## config.mk

```make
export PLATFORM = sky130hd
export DESIGN_NAME = mux_nx1_scan
export DESIGN_NICKNAME = d
export VERILOG_FILES = /design/src/rtl/mux_scan_pkg.sv /design/src/rtl/scan_sequencer.sv /design/src/rtl/mux_nx1_scan.sv
export SDC_FILE = /design/constraint.sdc
export NUM_CORES = 1
export LEC_CHECK = 0
export BUFFER_PORTS_ARGS = -buffer_cell sky130_fd_sc_hd__buf_2
export CAP_MARGIN = 0
export CORE_MARGIN = 2
export CORE_UTILIZATION = 45
export CTS_CLUSTER_DIAMETER = 30
export DETAILED_ROUTE_END_ITERATION = 10
export HOLD_SLACK_MARGIN = 0.02
export PLACE_DENSITY = 0.72
export SYNTH_ARGS = -nofsm -noshare
export SYNTH_HDL_FRONTEND = slang
export SYNTH_SLANG_ARGS = --single-unit
```

## constraint.sdc

```tcl
create_clock -name clk -period 2.9 [get_ports clk]
set_clock_uncertainty 0.2 [all_clocks]
set_input_delay 0.29 -clock clk [delete_from_list [all_inputs] [get_ports clk]]
set_output_delay 0.29 -clock clk [all_outputs]
set_load 0.05 [all_outputs]
```

## src/rtl/mux_scan_pkg.sv

```systemverilog
// Shared types for the N-channel registered mux with auto-scan.
// Latency: n/a (types and constants only).
// Backpressure: n/a.
package mux_scan_pkg;

    typedef enum logic [1:0] {
        IDLE   = 2'd0,
        MANUAL = 2'd1,
        SCAN   = 2'd2
    } state_t;

    localparam logic MODE_MANUAL = 1'b0;
    localparam logic MODE_SCAN   = 1'b1;

endpackage

```

## src/rtl/scan_sequencer.sv

```systemverilog
// Dwell counter and channel index for the scan mode; wraps to channel 0 after the last one.
// Latency: cur_ch moves on the edge where the dwell count reaches DWELL-1.
// Backpressure: none; clr wins over run, both sampled every cycle.
module scan_sequencer #(
    parameter int N_CH  = 8,
    parameter int DWELL = 20,
    parameter int SEL_W = $clog2(N_CH)
) (
    input  logic             clk,
    input  logic             rst_n,
    input  logic             clr,
    input  logic             run,
    output logic [SEL_W-1:0] cur_ch,
    output logic             advance,
    output logic             last
);

    localparam int               CNT_W   = $clog2(DWELL + 1);
    localparam logic [CNT_W-1:0] CNT_MAX = CNT_W'(DWELL - 1);
    localparam logic [SEL_W-1:0] CH_MAX  = SEL_W'(N_CH - 1);

    logic [CNT_W-1:0] cnt;

    assign advance = run && (cnt == CNT_MAX);
    assign last    = (cur_ch == CH_MAX);

    always_ff @(posedge clk or negedge rst_n) begin
        if (!rst_n) begin
            cnt    <= '0;
            cur_ch <= '0;
        end else if (clr) begin
            cnt    <= '0;
            cur_ch <= '0;
        end else if (run) begin
            if (advance) begin
                cnt    <= '0;
                // never step past the last real channel
                cur_ch <= last ? '0 : cur_ch + SEL_W'(1);
            end else begin
                cnt <= cnt + CNT_W'(1);
            end
        end
    end

endmodule

```

## src/rtl/mux_nx1_scan.sv

```systemverilog
// N-channel registered mux with manual select or DWELL-cycle auto-scan; MUX_SCAN_CONTINUOUS_EN keeps scanning across passes.
// Latency: 1 cycle from din/sel to dout.
// Backpressure: none; enable low zeroes dout and aborts a scan on the next edge.
module mux_nx1_scan
    import mux_scan_pkg::*;
#(
    parameter int N_CH  = 8,
    parameter int WIDTH = 4,
    parameter int DWELL = 20,
    parameter int SEL_W = $clog2(N_CH)
) (
    input  logic                  clk,
    input  logic                  rst_n,
    input  logic                  enable,
    input  logic                  mode,
    input  logic [SEL_W-1:0]      sel,
    input  logic                  start,
    input  logic [N_CH*WIDTH-1:0] din,
    output logic [WIDTH-1:0]      dout,
    output logic                  dout_valid,
    output logic [SEL_W-1:0]      cur_ch,
    output logic                  busy,
    output logic                  scan_done
);

    state_t state, state_nxt;

    logic [SEL_W-1:0] seq_ch;
    logic             seq_adv;
    logic             seq_last;
    logic             run;
    logic             pass_end;

    logic [WIDTH-1:0] man_dat;
    logic             man_ok;
    logic [WIDTH-1:0] scan_dat;

    logic [WIDTH-1:0] dout_d;
    logic             valid_d;
    logic [SEL_W-1:0] ch_d;

    assign run      = (state == SCAN) && enable;
    assign pass_end = seq_adv && seq_last;

    scan_sequencer #(
        .N_CH  (N_CH),
        .DWELL (DWELL),
        .SEL_W (SEL_W)
    ) u_seq (
        .clk     (clk),
        .rst_n   (rst_n),
        .clr     (!run),
        .run     (run),
        .cur_ch  (seq_ch),
        .advance (seq_adv),
        .last    (seq_last)
    );

    always_comb begin
        state_nxt = state;
        case (state)
            IDLE: begin
                if (enable && mode == MODE_MANUAL)
                    state_nxt = MANUAL;
                else if (enable && mode == MODE_SCAN && start)
                    state_nxt = SCAN;
            end
            MANUAL: begin
                if (!enable || mode == MODE_SCAN)
                    state_nxt = IDLE;
            end
            SCAN: begin
                if (!enable) begin
                    state_nxt = IDLE;
                end else if (pass_end) begin
`ifdef MUX_SCAN_CONTINUOUS_EN
                    // mode is only honoured at a pass boundary
                    state_nxt = (mode == MODE_SCAN) ? SCAN : IDLE;
`else
                    state_nxt = IDLE;
`endif
                end
            end
            default: state_nxt = IDLE;
        endcase
    end

    // select-by-compare keeps sel >= N_CH from ever indexing din
    always_comb begin
        man_dat  = '0;
        man_ok   = 1'b0;
        scan_dat = '0;
        for (int k = 0; k < N_CH; k++) begin
            if (sel == SEL_W'(k)) begin
                man_dat = din[k*WIDTH +: WIDTH];
                man_ok  = 1'b1;
            end
            if (seq_ch == SEL_W'(k))
                scan_dat = din[k*WIDTH +: WIDTH];
        end
    end

    // entering MANUAL loads data on the same edge, so enable/mode changes see 1-cycle latency
    always_comb begin
        dout_d  = '0;
        valid_d = 1'b0;
        ch_d    = '0;
        if (run) begin
            dout_d  = scan_dat;
            valid_d = 1'b1;
            ch_d    = seq_ch;
        end else if (state_nxt == MANUAL && man_ok) begin
            dout_d  = man_dat;
            valid_d = 1'b1;
            ch_d    = sel;
        end
    end

    always_ff @(posedge clk or negedge rst_n) begin
        if (!rst_n) begin
            state      <= IDLE;
            dout       <= '0;
            dout_valid <= 1'b0;
            cur_ch     <= '0;
            busy       <= 1'b0;
            scan_done  <= 1'b0;
        end else begin
            state      <= state_nxt;
            dout       <= dout_d;
            dout_valid <= valid_d;
            cur_ch     <= ch_d;
            busy       <= (state_nxt == SCAN);
            scan_done  <= run && pass_end;
        end
    end

endmodule

```

Word level (Yosys, flattened, before mapping):

Index checks and enable logic that the tools add are counted.

* bits in registers: 20
* output and inout bits: 10
* word-level logic and storage cells: 85

* add/sub/neg operators: 2
* eq/ne operators: 20
* mux-type cells: 41
* bitwise operators: 1
* reduce and logical (&&, ||, !) cells: 13

Operators by type and width (number)
* 2-to-1 mux 4 bit: 18
* == test 3 bit (second input constant): 8
* 2-to-1 mux 3 bit: 5
* == test 3 x 2 -> 1 bit (second input constant): 4
* 2-to-1 mux 1 bit: 10
* 2-to-1 mux 2 bit: 5
* 2-to-1 mux 5 bit: 2
* logical AND 1 bit: 8
* == test 3 x 1 -> 1 bit (second input constant): 2
* zero test 3 bit: 2
* one-hot mux 2 bit (3 select lines): 1
* adder 5 x 1 -> 5 bit (second input constant): 1
* == test 5 bit (second input constant): 1
* == test 2 x 1 -> 1 bit (second input constant): 2
* == test 2 bit (second input constant): 2
* adder 3 x 1 -> 3 bit (second input constant): 1
* zero test 2 bit: 1
* != test 2 bit (second input constant): 1
* zero test 1 bit: 1
* logical OR 1 bit: 1
* NOT 1 bit: 1

Longest topological paths before layout:

Gate-level depths: netlist of run 1.

* depth in word-level cells: 12
* gate-level depth with buffers: 8
* mapped depth without buffers: 7

Modules after synthesis:

Synthesis of run 1 repeated with hierarchy kept, for this count alone.

* cells, all modules: 174
* area total of the unflattened synthesis: 1530.2 sq um

Modules (own cells, without submodules)
* mux_nx1_scan: times used 1, cells each 134, area an instance 1089.8 sq um, seq. area each 300.3 sq um
* scan_sequencer: times used 1, cells each 40, area an instance 440.4 sq um, seq. area each 200.2 sq um

Least setup slack after synthesis of run 1:

OpenSTA, ideal clock, no wires.

* kind: register -> register
* start point: register u_seq.cur_ch[2]
* end point: register dout[2]
* setup time: 133 ps
* data arrival time: 1626 ps
* slack: 941 ps
* cell stages (with the launch flop): 9
* clock period less this slack: 1959 ps
* path through: dfrtp_1 -> clkbuf_1 -> inv_1 -> ha_1 -> nand2_1 -> a21oi_1 -> a311oi_1 -> o31a_1 -> o32ai_1

* cells in the longest elaborated chain, start to end: 10

Ends and longest elaborated chain
* start: declaration: RTL line scan_sequencer.sv:13 `output logic [SEL_W-1:0] cur_ch,`
* start signal: assignment: RTL line scan_sequencer.sv:38 `cur_ch <= last ? '0 : cur_ch + SEL_W'(1);`
* zero test 3 bit: RTL line mux_nx1_scan.sv:98 `if (seq_ch == SEL_W'(k))`
* 2-to-1 mux 4 bit (8 in a row): RTL line mux_nx1_scan.sv:98
* 2-to-1 mux 4 bit (*): RTL line mux_nx1_scan.sv:108 `if (run) begin`
* via dout_d[2]: RTL line mux_nx1_scan.sv:38 `logic [WIDTH-1:0] dout_d;`
* end signal: assignment: RTL line mux_nx1_scan.sv:129 `dout <= dout_d;`
* end: declaration: RTL line mux_nx1_scan.sv:19 `output logic [WIDTH-1:0] dout,`

The timed path passes the listed nets; every way through them passes the cells marked *.
A chain may end at the register's enable or synchronous reset.

Worst setup path in the final report of run 1:

* start point: register u_seq.cur_ch[0]
* end point: register dout[3]

The elaborated chain is that of the path after synthesis.

==> out/qor.json, run 1 <==
{
  "share_of_cells_above_drive_strength_1": 0.261,
  "worstSetupPathDepth": 6,
  "avg_inst_size_synth_sq_um": 8.74,
  "timing.final.crit_period_ns": 2.25,
  "worstHoldPathType": "primary input to flop",
  "highest-signal-layer": "met4",
  "clk_root_buffer_cell": "sky130_fd_sc_hd__clkbuf_4",
  "p_seq_frac": 0.439,
  "iteration_0_drc_count_of_the_detailed_router": 56,
  "cp.buffers_inverters": 1,
  "ff2ff_path_depth": 6,
  "post_drt_wl_per_cell_um": 14.3,
  "cts_post_setup_buffers_inserted": 0,
  "endpoint": "dout[3]$_DFF_PN0_",
  "timing.critical_path.fanout_max": 18,
  "synth.lib_cells_used.distinct": 40,
  "finalCritPeriodShare": 0.777,
  "synthCells": 173,
  "power_leakage_nw": 0.868,
  "die_width_um": 62.0,
  "reg2reg_to": "dout[3]$_DFF_PN0_",
  "timing.setup.critical_path_class": "flop to flop",
  "drtPass1Iterations": 6,
  "setup_total_negative_slack_ns": 0,
  "place_area_sq_um": 1780,
  "status": "finished clean",
  "tightest_slew_ns": 0.567,
  "cells_along_the_critical_path": "inv_1 -> ha_1 -> a221oi_1 -> a2111oi_0 -> a221oi_1 -> o211ai_1",
  "worstReg2RegStart": "u_seq.cur_ch[0]$_DFFE_PN0P_",
  "power.switching_uw": 180,
  "ff2ff_setup_slack_ns": 0.65,
  "yosysWarnings": 0,
  "synth-edff-count": 0,
  "critPathMostFrequentCell": "sky130_fd_sc_hd__a221oi_1",
  "number_of_antenna_violations_at_the_first_check_in_global_routing": 0,
  "final_common_cell": "sky130_fd_sc_hd__buf_2",
  "tritoncts": "done",
  "endpoint_kind": "flop",
  "post_cts.resized_instances": 0,
  "fmax_mhz": 444,
  "grt_start_max_net_pins": 21,
  "final_max_slew_viol_count": 0,
  "syn-num-nets": 220,
  "initial_core_util": 0.461,
  "fp-row-count": 21,
  "comb_power_share": 0.217,
  "wl_mm": 3.77,
  "clkLatencyLatePin_ns": 0.30,
  "place.gp.congestion": 0.847,
  "worst_setup_hold_path_clk_slew_ns": 0.13,
  "crit_path_start_kind": "flop",
  "worst_ep_arrival_time_ns": 2.27,
  "detailed_route_drc_error_count": 0,
  "setup_viol_count_final": 0,
  "htree_levels": 1,
  "cpPeakStageDelay_ns": 0.53,
  "setup_repair_after_global_routing_missed_its_margin": "no",
  "max-slew-margin-rel": 0.622,
  "numCtsBuffers": 3,
  "wl_met2_mm": 1.68,
  "gr-usage-all-layers": 0.217,
  "power_density_nw_per_um2": 362,
  "grt_pass1_wl_mm": 6.20,
  "global_route.overflow_total": 0,
  "met1_length_mm": 1.81,
  "postLayoutCellArea_sq_um": 1840,
  "floorplan.die.height_um": 62.0,
  "vias": 1485,
  "hold_path_depth": 2,
  "ys_seq_area_frac": 0.331,
  "nNetsFinal": 266,
  "synthesized_flop_and_latch_total": 20,
  "final_cell_mix": "sky130_fd_sc_hd__buf_2, sky130_fd_sc_hd__nand2_1, sky130_fd_sc_hd__dfrtp_1",
  "dp_hpwl_mm": 2.92,
  "final_antenna_net_count": 0,
  "cell_internal_power_uw": 486,
  "syn-cell-area_sq_um": 1510,
  "vdd_drop_max_uv": 198,
  "via_count_of_the_first_global_routing_pass": 1337,
  "hold_slack_ns": 0.0631,
  "hold_violations": 0,
  "numClockSinks": 20,
  "cts-root-to-sink-buffers": 2,
  "synth-main-ff-cell": "sky130_fd_sc_hd__dfrtp_1",
  "power.share.switching": 0.270,
  "vias_per_cell": 5.63,
  "ios": 50,
  "worst_ep_required_time_ns": 2.92,
  "wl_met3_um": 260,
  "critical-path-top-delay-family": "compound AO/OA/AOI/OAI gates",
  "synth_async_sr_flop_share": 1.00,
  "port_buffers": 49,
  "n_antenna_cell": 0,
  "area_of_the_die_sq_um": 3840,
  "critical_path_startpoint": "u_seq.cur_ch[0]$_DFFE_PN0P_",
  "core_region_area_sq_um": 3280,
  "power.clock.fraction": 0.344,
  "cp_slowest_cell": "sky130_fd_sc_hd__ha_1",
  "maxCapViolCount": 0,
  "area_growth_syn_to_layout_pct": 21.5
}
power groups by stage:
stage	Clock [mW]	Combinational, mW	Sequential (mW)
after floorplan	0	0.0577	0.325
after global placement	0	0.142	0.297
after detailed placement	0	0.142	0.298
after CTS	0.230	0.144	0.292
after global routing	0.240	0.159	0.294
final	0.229	0.144	0.292
logic make-up (layout without fill, tap and decap cells):
group,count (synthesis),count (layout),synth area share
AO/OA/AOI/OAI,50,50,0.227
XOR/XNOR,2,2,0.0116
adder cells (fa/ha/maj),7,7,0.0579
buffers and inverters,20,65,0.0587
flip-flops,20,20,0.331
multiplexers,10,10,0.110
AND/OR/NAND/NOR,64,64,0.204
per-stage QoR:
step | std cells | worst slack [ns] | total power, mW | utilization
6_report | 264 | 0.647 | 0.665 | 0.560
4_1_cts | 264 | 0.679 | 0.667 | 0.560
5_1_grt | 264 | 0.401 | 0.693 | 0.560
3_5_place_dp | 259 | 0.721 | 0.440 | 0.541
3_3_place_gp | 259 | 0.769 | 0.439 | 0.541
2_1_floorplan | 173 | 0.941 | 0.383 | -
layer usage:
layer | vias up | GRT usage
met5 | - | 0
met4 | 0 | 0.0426
met3 | 4 | 0.0331
met2 | 61 | 0.338
met1 | 696 | 0.319
li1 | 724 | -
synth_stat cells (2+ instances only):
master / n / share of area
sky130_fd_sc_hd__nor4bb_1: 2 / 0.013
sky130_fd_sc_hd__mux4_1: 4 / 0.069
sky130_fd_sc_hd__a2111oi_0: 3 / 0.017
sky130_fd_sc_hd__dfrtp_1: 20 / 0.33
sky130_fd_sc_hd__buf_2: 5 / 0.017
sky130_fd_sc_hd__clkbuf_1: 5 / 0.012
sky130_fd_sc_hd__nand3b_1: 2 / 0.0099
sky130_fd_sc_hd__mux2i_1: 5 / 0.033
sky130_fd_sc_hd__nand2_1: 24 / 0.060
sky130_fd_sc_hd__a2bb2oi_1: 2 / 0.012
sky130_fd_sc_hd__o31ai_1: 2 / 0.0099
sky130_fd_sc_hd__a21oi_1: 13 / 0.043
sky130_fd_sc_hd__o22ai_1: 3 / 0.012
sky130_fd_sc_hd__a221oi_1: 6 / 0.035
sky130_fd_sc_hd__nor3b_1: 2 / 0.0099
sky130_fd_sc_hd__o21ai_0: 8 / 0.026
sky130_fd_sc_hd__o211ai_1: 5 / 0.025
sky130_fd_sc_hd__nor2_1: 16 / 0.040
sky130_fd_sc_hd__nor2b_1: 2 / 0.0083
sky130_fd_sc_hd__nand2b_1: 6 / 0.025
sky130_fd_sc_hd__ha_1: 7 / 0.058
sky130_fd_sc_hd__nand3_1: 5 / 0.017
sky130_fd_sc_hd__inv_1: 9 / 0.022
repair_timing:
| action | in CTS | in global routing |
|---|---|---|
| setup endpoints to repair | 0 | 0 |
| hold buffers | 1 | 0 |
| hold endpoints to repair | 20 | 0 |
state kept, by name (all words and copies together) (netlist names):
signal / count
busy: 1
cur_ch: 3
dout: 4
dout_valid: 1
scan_done: 1
state: 2
u_seq.cnt: 5
u_seq.cur_ch: 3
worst min-delay path by stage:
stage               startpoint              endpoint
finish                  enable        busy$_DFF_PN0_
CTS                     enable        busy$_DFF_PN0_
detailed placement       rst_n    state[1]$_DFF_PN0_
global route            enable    state[1]$_DFF_PN0_
global placement         rst_n  dout_valid$_DFF_PN0_
floorplan                rst_n        busy$_DFF_PN0_
final cells by class:
| type | count | area (sq um) |
|---|---|---|
| flip-flops and latches | 20 | 500 |
| clock inverters | 1 | 30.0 |
| well taps | 46 | 57.6 |
| clock buffers | 3 | 22.5 |
| repair buffers | 52 | 270 |
| multi-input cells | 133 | 923 |
| fillers | 311 | 1450 |
| inverters | 9 | 33.8 |
(Power assumes the default switching activity.)
==> run 2, diff against run 1 <==
- PLACE_DENSITY: 0.72 -> 0.75
- clock period: 2.9 -> 1.9 ns (I/O delays scaled with it)
==> run 2 against run 1 <==
Compared with the run above:
- the flow now finishes with violations (negative setup slack)
- design area grew 11%
- hold slack lost 0.027 ns
- setup slack lost 0.67 ns
- flip-flop and latch count is the same
- utilization grew 6.4 points
- via count grew 5.5%
- sequential share of layout area shrank 2.7 points
- highest routed layer unchanged
==> out/qor.json, run 2 (synthesis results as in run 1) <==
{
  "status": {"value": "finished with violations", "change": "was finished clean"},
  "failed_checks": "negative setup slack",
  "largest_register_ff_count": {"value": 5, "change": "unchanged"},
  "reg2reg_to": {"value": "dout[2]$_DFF_PN0_", "change": "was dout[3]$_DFF_PN0_"},
  "tightest_slew": {"value": 0.442, "unit": "ns", "change": "was 0.567 ns"},
  "preCtsSetupSlack": {"value": -0.148, "unit": "ns", "change": "was 0.721 ns"},
  "worst_ep_required_time": {"value": 1.88, "unit": "ns", "change": "was 2.92 ns"},
  "gr-usage-met3": {"value": 0.0600, "change": "was 0.0331"},
  "port_buffers": {"value": 49, "change": "unchanged"},
  "grt_start_max_net_pins": {"value": 21, "change": "unchanged"},
  "setup_total_negative_slack": {"value": -0.0342, "unit": "ns", "change": "was 0 ns"},
  "cp_slowest_cell": {"value": "sky130_fd_sc_hd__dfrtp_1", "change": "was sky130_fd_sc_hd__ha_1"},
  "dp_hpwl": {"value": 3.05, "unit": "mm", "change": "was 2.92 mm"},
  "final_antenna_net_count": {"value": 0, "change": "unchanged"},
  "clkLatencyLatePin": {"value": 0.30, "unit": "ns", "change": "about the same"},
  "endpoint": {"value": "dout[2]$_DFF_PN0_", "change": "was dout[3]$_DFF_PN0_"},
  "timing.final.crit_period": {"value": 1.92, "unit": "ns", "change": "was 2.25 ns"},
  "final_critical_path_setup_slack": {"value": -0.0191, "unit": "ns", "change": "was 0.647 ns"},
  "fin_cells": {"value": 279, "change": "was 264"},
  "max-slew-margin-rel": {"value": 0.706, "change": "was 0.622"},
  "endpoint_kind": {"value": "flop", "change": "unchanged"},
  "placed_cells": {"value": 269, "change": "was 259"},
  "worstReg2RegStart": {"value": "u_seq.cur_ch[1]$_DFFE_PN0P_", "change": "was u_seq.cur_ch[0]$_DFFE_PN0P_"},
  "area_of_the_die": {"value": 3840, "unit": "sq um", "change": "unchanged"},
  "die_width": {"value": 62.0, "unit": "um", "change": "unchanged"},
  "grt_pass1_wl": {"value": 6.82, "unit": "mm", "change": "was 6.20 mm"},
  "final_cell_mix": {"value": "sky130_fd_sc_hd__buf_2, sky130_fd_sc_hd__nand2_1, sky130_fd_sc_hd__dfrtp_1", "change": "unchanged"},
  "via_count_of_the_first_global_routing_pass": {"value": 1575, "change": "was 1337"},
  "ios": {"value": 50, "change": "unchanged"},
  "finalPower": {"value": 929, "unit": "uW", "change": "was 665 uW"},
  "initial_core_util": {"value": 0.461, "change": "unchanged"},
  "timing.setup.critical_path_class": {"value": "flop to flop", "change": "unchanged"},
  "numClockSinks": {"value": 20, "change": "unchanged"},
  "final_max_slew_viol_count": {"value": 0, "change": "unchanged"},
  "share_of_cells_above_drive_strength_1": {"value": 0.373, "change": "was 0.261"},
  "gr-usage-all-layers": {"value": 0.242, "change": "was 0.217"},
  "vdd_drop_max": {"value": 244, "unit": "uV", "change": "was 198 uV"},
  "iteration_0_drc_count_of_the_detailed_router": {"value": 77, "change": "was 56"},
  "globalRouteMet2Util": {"value": 0.430, "change": "was 0.338"},
  "global_route.overflow_total": {"value": 0, "change": "unchanged"},
  "hold_violations": {"value": 0, "change": "unchanged"},
  "place.gp.congestion": {"value": 0.880, "change": "was 0.847"},
  "reg_top3": {"value": "u_seq.cnt x5, dout x4", "change": "unchanged"},
  "finalCritPeriodShare": {"value": 1.01, "change": "was 0.777"},
  "setup_viol_count_final": {"value": 2, "change": "was 0"},
  "wl": {"value": 4.18, "unit": "mm", "change": "was 3.77 mm"},
  "fp-row-count": {"value": 21, "change": "unchanged"},
  "cells_along_the_critical_path": {"value": "inv_2 -> ha_4 -> buf_6 -> nor4bb_1 -> a21oi_1 -> a311oi_1 -> o31a_1 -> o32ai_2", "change": "was inv_1 -> ha_1 -> a221oi_1 -> a2111oi_0 -> a221oi_1 -> o211ai_1"},
  "post_drt_wl_per_cell": {"value": 15.0, "unit": "um", "change": "was 14.3 um"},
  "crit_path_start_kind": {"value": "flop", "change": "unchanged"},
  "nNetsFinal": {"value": 281, "change": "was 266"},
  "core_region_area": {"value": 3280, "unit": "sq um", "change": "unchanged"},
  "number_of_antenna_violations_at_the_first_check_in_global_routing": {"value": 0, "change": "unchanged"},
  "fmax": {"value": 521, "unit": "MHz", "change": "was 444 MHz"},
  "vias_per_cell": {"value": 5.62, "change": "was 5.63"},
  "met1_usage": {"value": 0.275, "change": "was 0.319"},
  "detailed_route_drc_error_count": {"value": 0, "change": "unchanged"},
  "power_density": {"value": 453, "unit": "nW/um^2", "change": "was 362 nW/um^2"},
  "n_antenna_cell": {"value": 0, "change": "unchanged"},
  "worstHoldPathType": {"value": "primary input to flop", "change": "unchanged"},
  "final_common_cell": {"value": "sky130_fd_sc_hd__buf_2", "change": "unchanged"},
  "numCtsBuffers": {"value": 3, "change": "unchanged"},
  "largest_register": {"value": "u_seq.cnt", "change": "unchanged"},
  "tritoncts": {"value": "done", "change": "unchanged"},
  "vias": {"value": 1567, "change": "was 1485"},
  "ff2ff_path_depth": {"value": 8, "change": "was 6"},
  "critical_path_startpoint": {"value": "u_seq.cur_ch[1]$_DFFE_PN0P_", "change": "was u_seq.cur_ch[0]$_DFFE_PN0P_"},
  "htree_levels": {"value": 1, "change": "unchanged"},
  "place_area": {"value": 1850, "unit": "sq um", "change": "was 1780 sq um"},
  "cpPeakStageDelay": {"value": 0.40, "unit": "ns", "change": "was 0.53 ns"},
  "fillerInstances": {"value": 299, "change": "was 311"},
  "setup_repair_after_global_routing_missed_its_margin": {"value": "yes", "change": "was no"},
  "postLayoutCellArea": {"value": 2050, "unit": "sq um", "change": "was 1840 sq um"},
  "area_growth_syn_to_layout": {"value": 35.4, "unit": "%", "change": "was 21.5%"},
  "cts-root-to-sink-buffers": {"value": 2, "change": "unchanged"},
  "ff2ff_setup_slack": {"value": -0.02, "unit": "ns", "change": "was 0.65 ns"},
  "maxCapViolCount": {"value": 0, "change": "unchanged"},
  "grt-busiest-layer": {"value": "met2", "change": "unchanged"},
  "worst_setup_hold_path_clk_slew": {"value": 0.11, "unit": "ns", "change": "was 0.13 ns"},
  "clk_root_buffer_cell": {"value": "sky130_fd_sc_hd__clkbuf_4", "change": "unchanged"},
  "floorplan.die.height": {"value": 62.0, "unit": "um", "change": "unchanged"},
  "worst_ep_arrival_time": {"value": 1.90, "unit": "ns", "change": "was 2.27 ns"},
  "drtPass1Iterations": {"value": 4, "change": "was 6"},
  "power_leakage": {"value": 0.952, "unit": "nW", "change": "was 0.868 nW"},
  "timing.critical_path.fanout_max": {"value": 12, "change": "was 18"}
}
==> run 2: how the worst min path moves through the flow <==
stage	cells past startpoint	slack (ns)	end	startpoint
floorplan	0	-0.31	busy$_DFF_PN0_	rst_n
global placement	1	-0.04	u_seq.cnt[4]$_DFF_PN0_	rst_n
detailed placement	1	-0.04	u_seq.cnt[4]$_DFF_PN0_	rst_n
CTS	3	0.04	dout[0]$_DFF_PN0_	din[12]
global route	3	0.04	dout[0]$_DFF_PN0_	din[12]
finish	3	0.04	dout[0]$_DFF_PN0_	din[12]
==> run 2: metrics by stage <==
step,utilization,hold slack [ns]
6_report,0.624,0.0360
5_1_grt,0.624,0.0425
4_1_cts,0.610,0.0449
3_5_place_dp,0.563,-0.0431
3_3_place_gp,0.563,-0.0423
2_1_floorplan,-,-0.306
==> run 2: power breakdown <==
part / internal [mW] / switching (mW)
registers: 0.440 / 0.00582
logic: 0.100 / 0.140
clock network: 0.117 / 0.126
total: 0.657 / 0.272
==> run 2: worst max-delay path, delay by kind of cell, from the launching register on <==
family                   cells  cell delay (ns)
AO/OA/AOI/OAI                4             0.54
adder cells (fa/ha/maj)      1             0.16
buffers and inverters        2             0.23
flip-flops                   1             0.40
AND/OR/NAND/NOR              1             0.26
==> run 2: layout make-up <==
cell class | count | area (sq um) | area share
multi-input cells | 133 | 1020 | 0.497
flip-flops and latches | 20 | 502 | 0.245
repair buffers | 67 | 400 | 0.195
well taps | 46 | 57.6 | 0.0281
clock buffers | 4 | 36.3 | 0.0177
inverters | 9 | 33.8 | 0.0165
==> run 2: per-layer routing <==
layer  routed length, um  up-vias
met2                2150       52
li1                    -      757
met3                 207       13
met1                1740      745
met4                  91        0
met5                   0        -
==> run 2: repair_timing <==
item                       CTS  global route
hold endpoints to repair    25             0
gates resized for setup     20             6
pin swaps                   12             1
hold buffers                 5             0
setup endpoints to repair    4             4
setup buffers                0             1
==> run 3, diff against run 2 <==
- clock period: 1.9 -> 1.7 ns (I/O delays scaled with it)
==> run 3 against run 2 <==
Compared with the run above:
- the flow still finishes with violations (negative setup slack)
- final cell count up 5.4%
- count of clock-buffer cells in the layout is 1 lower
- via count grew 5.7%
- total power rose by 26%
- design area up 8.8%
- routed wire length grew 5.3%
- non-clock buffer count grew 15
- hold slack got worse by 0.023 ns
- combinational power rose by 15%
- sequential power up 12%
- global-route usage is 1.2 points higher
- largest power group unchanged
==> out/qor.json, run 3 (synthesis results as in run 1) <==
{
  "share_of_cells_above_drive_strength_1": {"value": 0.411, "change": "was 0.373"},
  "numCtsBuffers": {"value": 3, "change": "unchanged"},
  "die_width": {"value": 62.0, "unit": "um", "change": "unchanged"},
  "max-slew-margin-rel": {"value": 0.709, "change": "was 0.706"},
  "finalCoreUtilization": {"value": 0.678, "change": "was 0.624"},
  "area_growth_syn_to_layout": {"value": 47.3, "unit": "%", "change": "was 35.4%"},
  "timing.setup.critical_path_class": {"value": "flop to flop", "change": "unchanged"},
  "worst_ep_required_time": {"value": 1.69, "unit": "ns", "change": "was 1.88 ns"},
  "area_of_the_die": {"value": 3840, "unit": "sq um", "change": "unchanged"},
  "cts-root-to-sink-buffers": {"value": 2, "change": "unchanged"},
  "fin_cells": {"value": 294, "change": "was 279"},
  "placed_cells": {"value": 276, "change": "was 269"},
  "via_count_of_the_first_global_routing_pass": {"value": 1599, "change": "was 1575"},
  "crit_path_start_kind": {"value": "flop", "change": "unchanged"},
  "final_antenna_net_count": {"value": 0, "change": "unchanged"},
  "nNetsFinal": {"value": 296, "change": "was 281"},
  "drtPass1Iterations": {"value": 4, "change": "unchanged"},
  "largest_register_ff_count": {"value": 5, "change": "unchanged"},
  "vdd_drop_max": {"value": 390, "unit": "uV", "change": "was 244 uV"},
  "setup_viol_count_final": {"value": 4, "change": "was 2"},
  "status": {"value": "finished with violations", "change": "unchanged"},
  "clkLatencyLatePin": {"value": 0.30, "unit": "ns", "change": "about the same"},
  "dp_hpwl": {"value": 3.17, "unit": "mm", "change": "was 3.05 mm"},
  "post_drt_wl_per_cell": {"value": 15.0, "unit": "um", "change": "about the same"},
  "hold_slack": {"value": 0.0134, "unit": "ns", "change": "was 0.0360 ns"},
  "ios": {"value": 50, "change": "unchanged"},
  "vias_per_cell": {"value": 5.64, "change": "was 5.62"},
  "postLayoutCellArea": {"value": 2230, "unit": "sq um", "change": "was 2050 sq um"},
  "global_route.overflow_total": {"value": 0, "change": "unchanged"},
  "hold_violations": {"value": 0, "change": "unchanged"},
  "finalPower": {"value": 1.17, "unit": "mW", "change": "was 929 uW"},
  "finalCritPeriodShare": {"value": 1.14, "change": "was 1.01"},
  "failed_checks": {"value": "negative setup slack", "change": "unchanged"},
  "power_leakage": {"value": 1.04, "unit": "nW", "change": "was 0.952 nW"},
  "number_of_antenna_violations_at_the_first_check_in_global_routing": {"value": 0, "change": "unchanged"},
  "n_antenna_cell": {"value": 0, "change": "unchanged"},
  "timing.final.crit_period": {"value": 1.94, "unit": "ns", "change": "was 1.92 ns"},
  "numClockSinks": {"value": 20, "change": "unchanged"},
  "fillerInstances": {"value": 237, "change": "was 299"},
  "tritoncts": {"value": "done", "change": "unchanged"},
  "gr-usage-all-layers": {"value": 0.253, "change": "was 0.242"},
  "grt_pass1_wl": {"value": 7.18, "unit": "mm", "change": "was 6.82 mm"},
  "wl": {"value": 4.41, "unit": "mm", "change": "was 4.18 mm"},
  "reg_top3": {"value": "u_seq.cnt x5, dout x4", "change": "unchanged"},
  "setup_repair_after_global_routing_missed_its_margin": {"value": "yes", "change": "unchanged"},
  "fmax": {"value": 516, "unit": "MHz", "change": "was 521 MHz"},
  "endpoint_kind": {"value": "flop", "change": "unchanged"},
  "vias": {"value": 1657, "change": "was 1567"},
  "worst_ep_arrival_time": {"value": 1.93, "unit": "ns", "change": "was 1.90 ns"},
  "initial_core_util": {"value": 0.461, "change": "unchanged"},
  "port_buffers": {"value": 49, "change": "unchanged"},
  "clk_root_buffer_cell": {"value": "sky130_fd_sc_hd__clkbuf_4", "change": "unchanged"},
  "power_density": {"value": 525, "unit": "nW/um^2", "change": "was 453 nW/um^2"},
  "htree_levels": {"value": 1, "change": "unchanged"},
  "final_cell_mix": {"value": "sky130_fd_sc_hd__buf_2, sky130_fd_sc_hd__nand2_1, sky130_fd_sc_hd__buf_4", "change": "was sky130_fd_sc_hd__buf_2, sky130_fd_sc_hd__nand2_1, sky130_fd_sc_hd__dfrtp_1"},
  "iteration_0_drc_count_of_the_detailed_router": {"value": 72, "change": "was 77"},
  "largest_register": {"value": "u_seq.cnt", "change": "unchanged"},
  "tightest_slew": {"value": 0.437, "unit": "ns", "change": "was 0.442 ns"},
  "final_max_slew_viol_count": {"value": 0, "change": "unchanged"},
  "core_region_area": {"value": 3280, "unit": "sq um", "change": "unchanged"},
  "maxCapViolCount": {"value": 0, "change": "unchanged"},
  "timing.critical_path.fanout_max": {"value": 9, "change": "was 12"},
  "fp-row-count": {"value": 21, "change": "unchanged"},
  "worstHoldPathType": {"value": "primary input to flop", "change": "unchanged"},
  "place.gp.congestion": {"value": 0.902, "change": "was 0.880"},
  "floorplan.die.height": {"value": 62.0, "unit": "um", "change": "unchanged"},
  "detailed_route_drc_error_count": {"value": 0, "change": "unchanged"},
  "final_critical_path_setup_slack": {"value": -0.239, "unit": "ns", "change": "was -0.0191 ns"},
  "worst_setup_hold_path_clk_slew": {"value": 0.12, "unit": "ns", "change": "was 0.11 ns"},
  "place_area": {"value": 1930, "unit": "sq um", "change": "was 1850 sq um"},
  "final_common_cell": {"value": "sky130_fd_sc_hd__buf_2", "change": "unchanged"},
  "grt_start_max_net_pins": {"value": 21, "change": "unchanged"}
}
==> run 3: changes by cell type in the layout (fill, tap and decap cells not counted), sizes merged <==
| cell | delta |
|---|---|
| bufinv | +1 |
| buf | +12 |
| dlygate4sd3 | +3 |
| clkbuf | -1 |
==> run 3: cell type report <==
type / count / area [sq um] / share of cell area
Clock inverter: 1 / 30.0 / 0.0135
Tap cell: 46 / 57.6 / 0.0258
Sequential cell: 20 / 502 / 0.225
Multi-Input combinational cell: 133 / 1060 / 0.477
Inverter: 9 / 33.8 / 0.0152
Timing Repair Buffer: 82 / 520 / 0.234
Clock buffer: 3 / 22.5 / 0.0101
==> run 3: worst paths after layout <==
check                                            startpoint                          end  slack, ns  cells after the start
worst max-delay path            u_seq.cur_ch[1]$_DFFE_PN0P_            dout[2]$_DFF_PN0_      -0.24                      8
worst min-delay path                                din[13]            dout[1]$_DFF_PN0_       0.01                      3
worst max register to register  u_seq.cur_ch[1]$_DFFE_PN0P_            dout[2]$_DFF_PN0_      -0.24                      8
worst min register to register           state[0]$_DFF_PN0_           state[1]$_DFF_PN0_       0.28                      1
max in group asynchronous                             rst_n  u_seq.cur_ch[0]$_DFFE_PN0P_       0.85                      2
min in group asynchronous                             rst_n           state[1]$_DFF_PN0_       0.12                      2
==> run 3: where the power goes <==
group          switching, mW  leakage [nW]  internal (mW)
Combinational          0.158         0.737          0.119
Sequential           0.00680         0.271          0.492
Clock                  0.155        0.0279          0.238
==> run 3: per-stage QoR <==
step                      setup TNS [ns]  setup WS, ns
after global routing               -1.28        -0.330
after global placement            -0.836        -0.232
final                             -0.855        -0.239
after detailed placement           -1.02        -0.271
after floorplan                   -0.380       -0.0998
after CTS                         -0.735        -0.228
==> run 3: timing repair <==
| item | 4_1_cts | 5_1_grt |
|---|---|---|
| endpoints found under the setup margin | 12 | 12 |
| endpoints found under the hold margin | 27 | 0 |
| gates resized for setup | 17 | 5 |
| pin swaps | 9 | 5 |
| hold buffers | 8 | 0 |
| buffers inserted | 5 | 1 |
==> run 3: worst max-delay path, stage by stage, from the launching register on <==
cell and delay, ns:
sky130_fd_sc_hd__dfrtp_1 0.41, sky130_fd_sc_hd__inv_2 0.09, sky130_fd_sc_hd__ha_4 0.17, sky130_fd_sc_hd__buf_8 0.13
sky130_fd_sc_hd__nor4bb_4 0.26, sky130_fd_sc_hd__a21oi_1 0.06, sky130_fd_sc_hd__a311oi_1 0.20, sky130_fd_sc_hd__o31a_1 0.21
sky130_fd_sc_hd__o32ai_2 0.09
==> run 3: metal layers <==
layer,share of wire,vias to the layer above,GRT usage
li1,-,786,-
met1,0.42,783,0.323
met2,0.50,78,0.436
met3,0.063,10,0.0497
met4,0.015,0,0.0699
met5,0,-,0
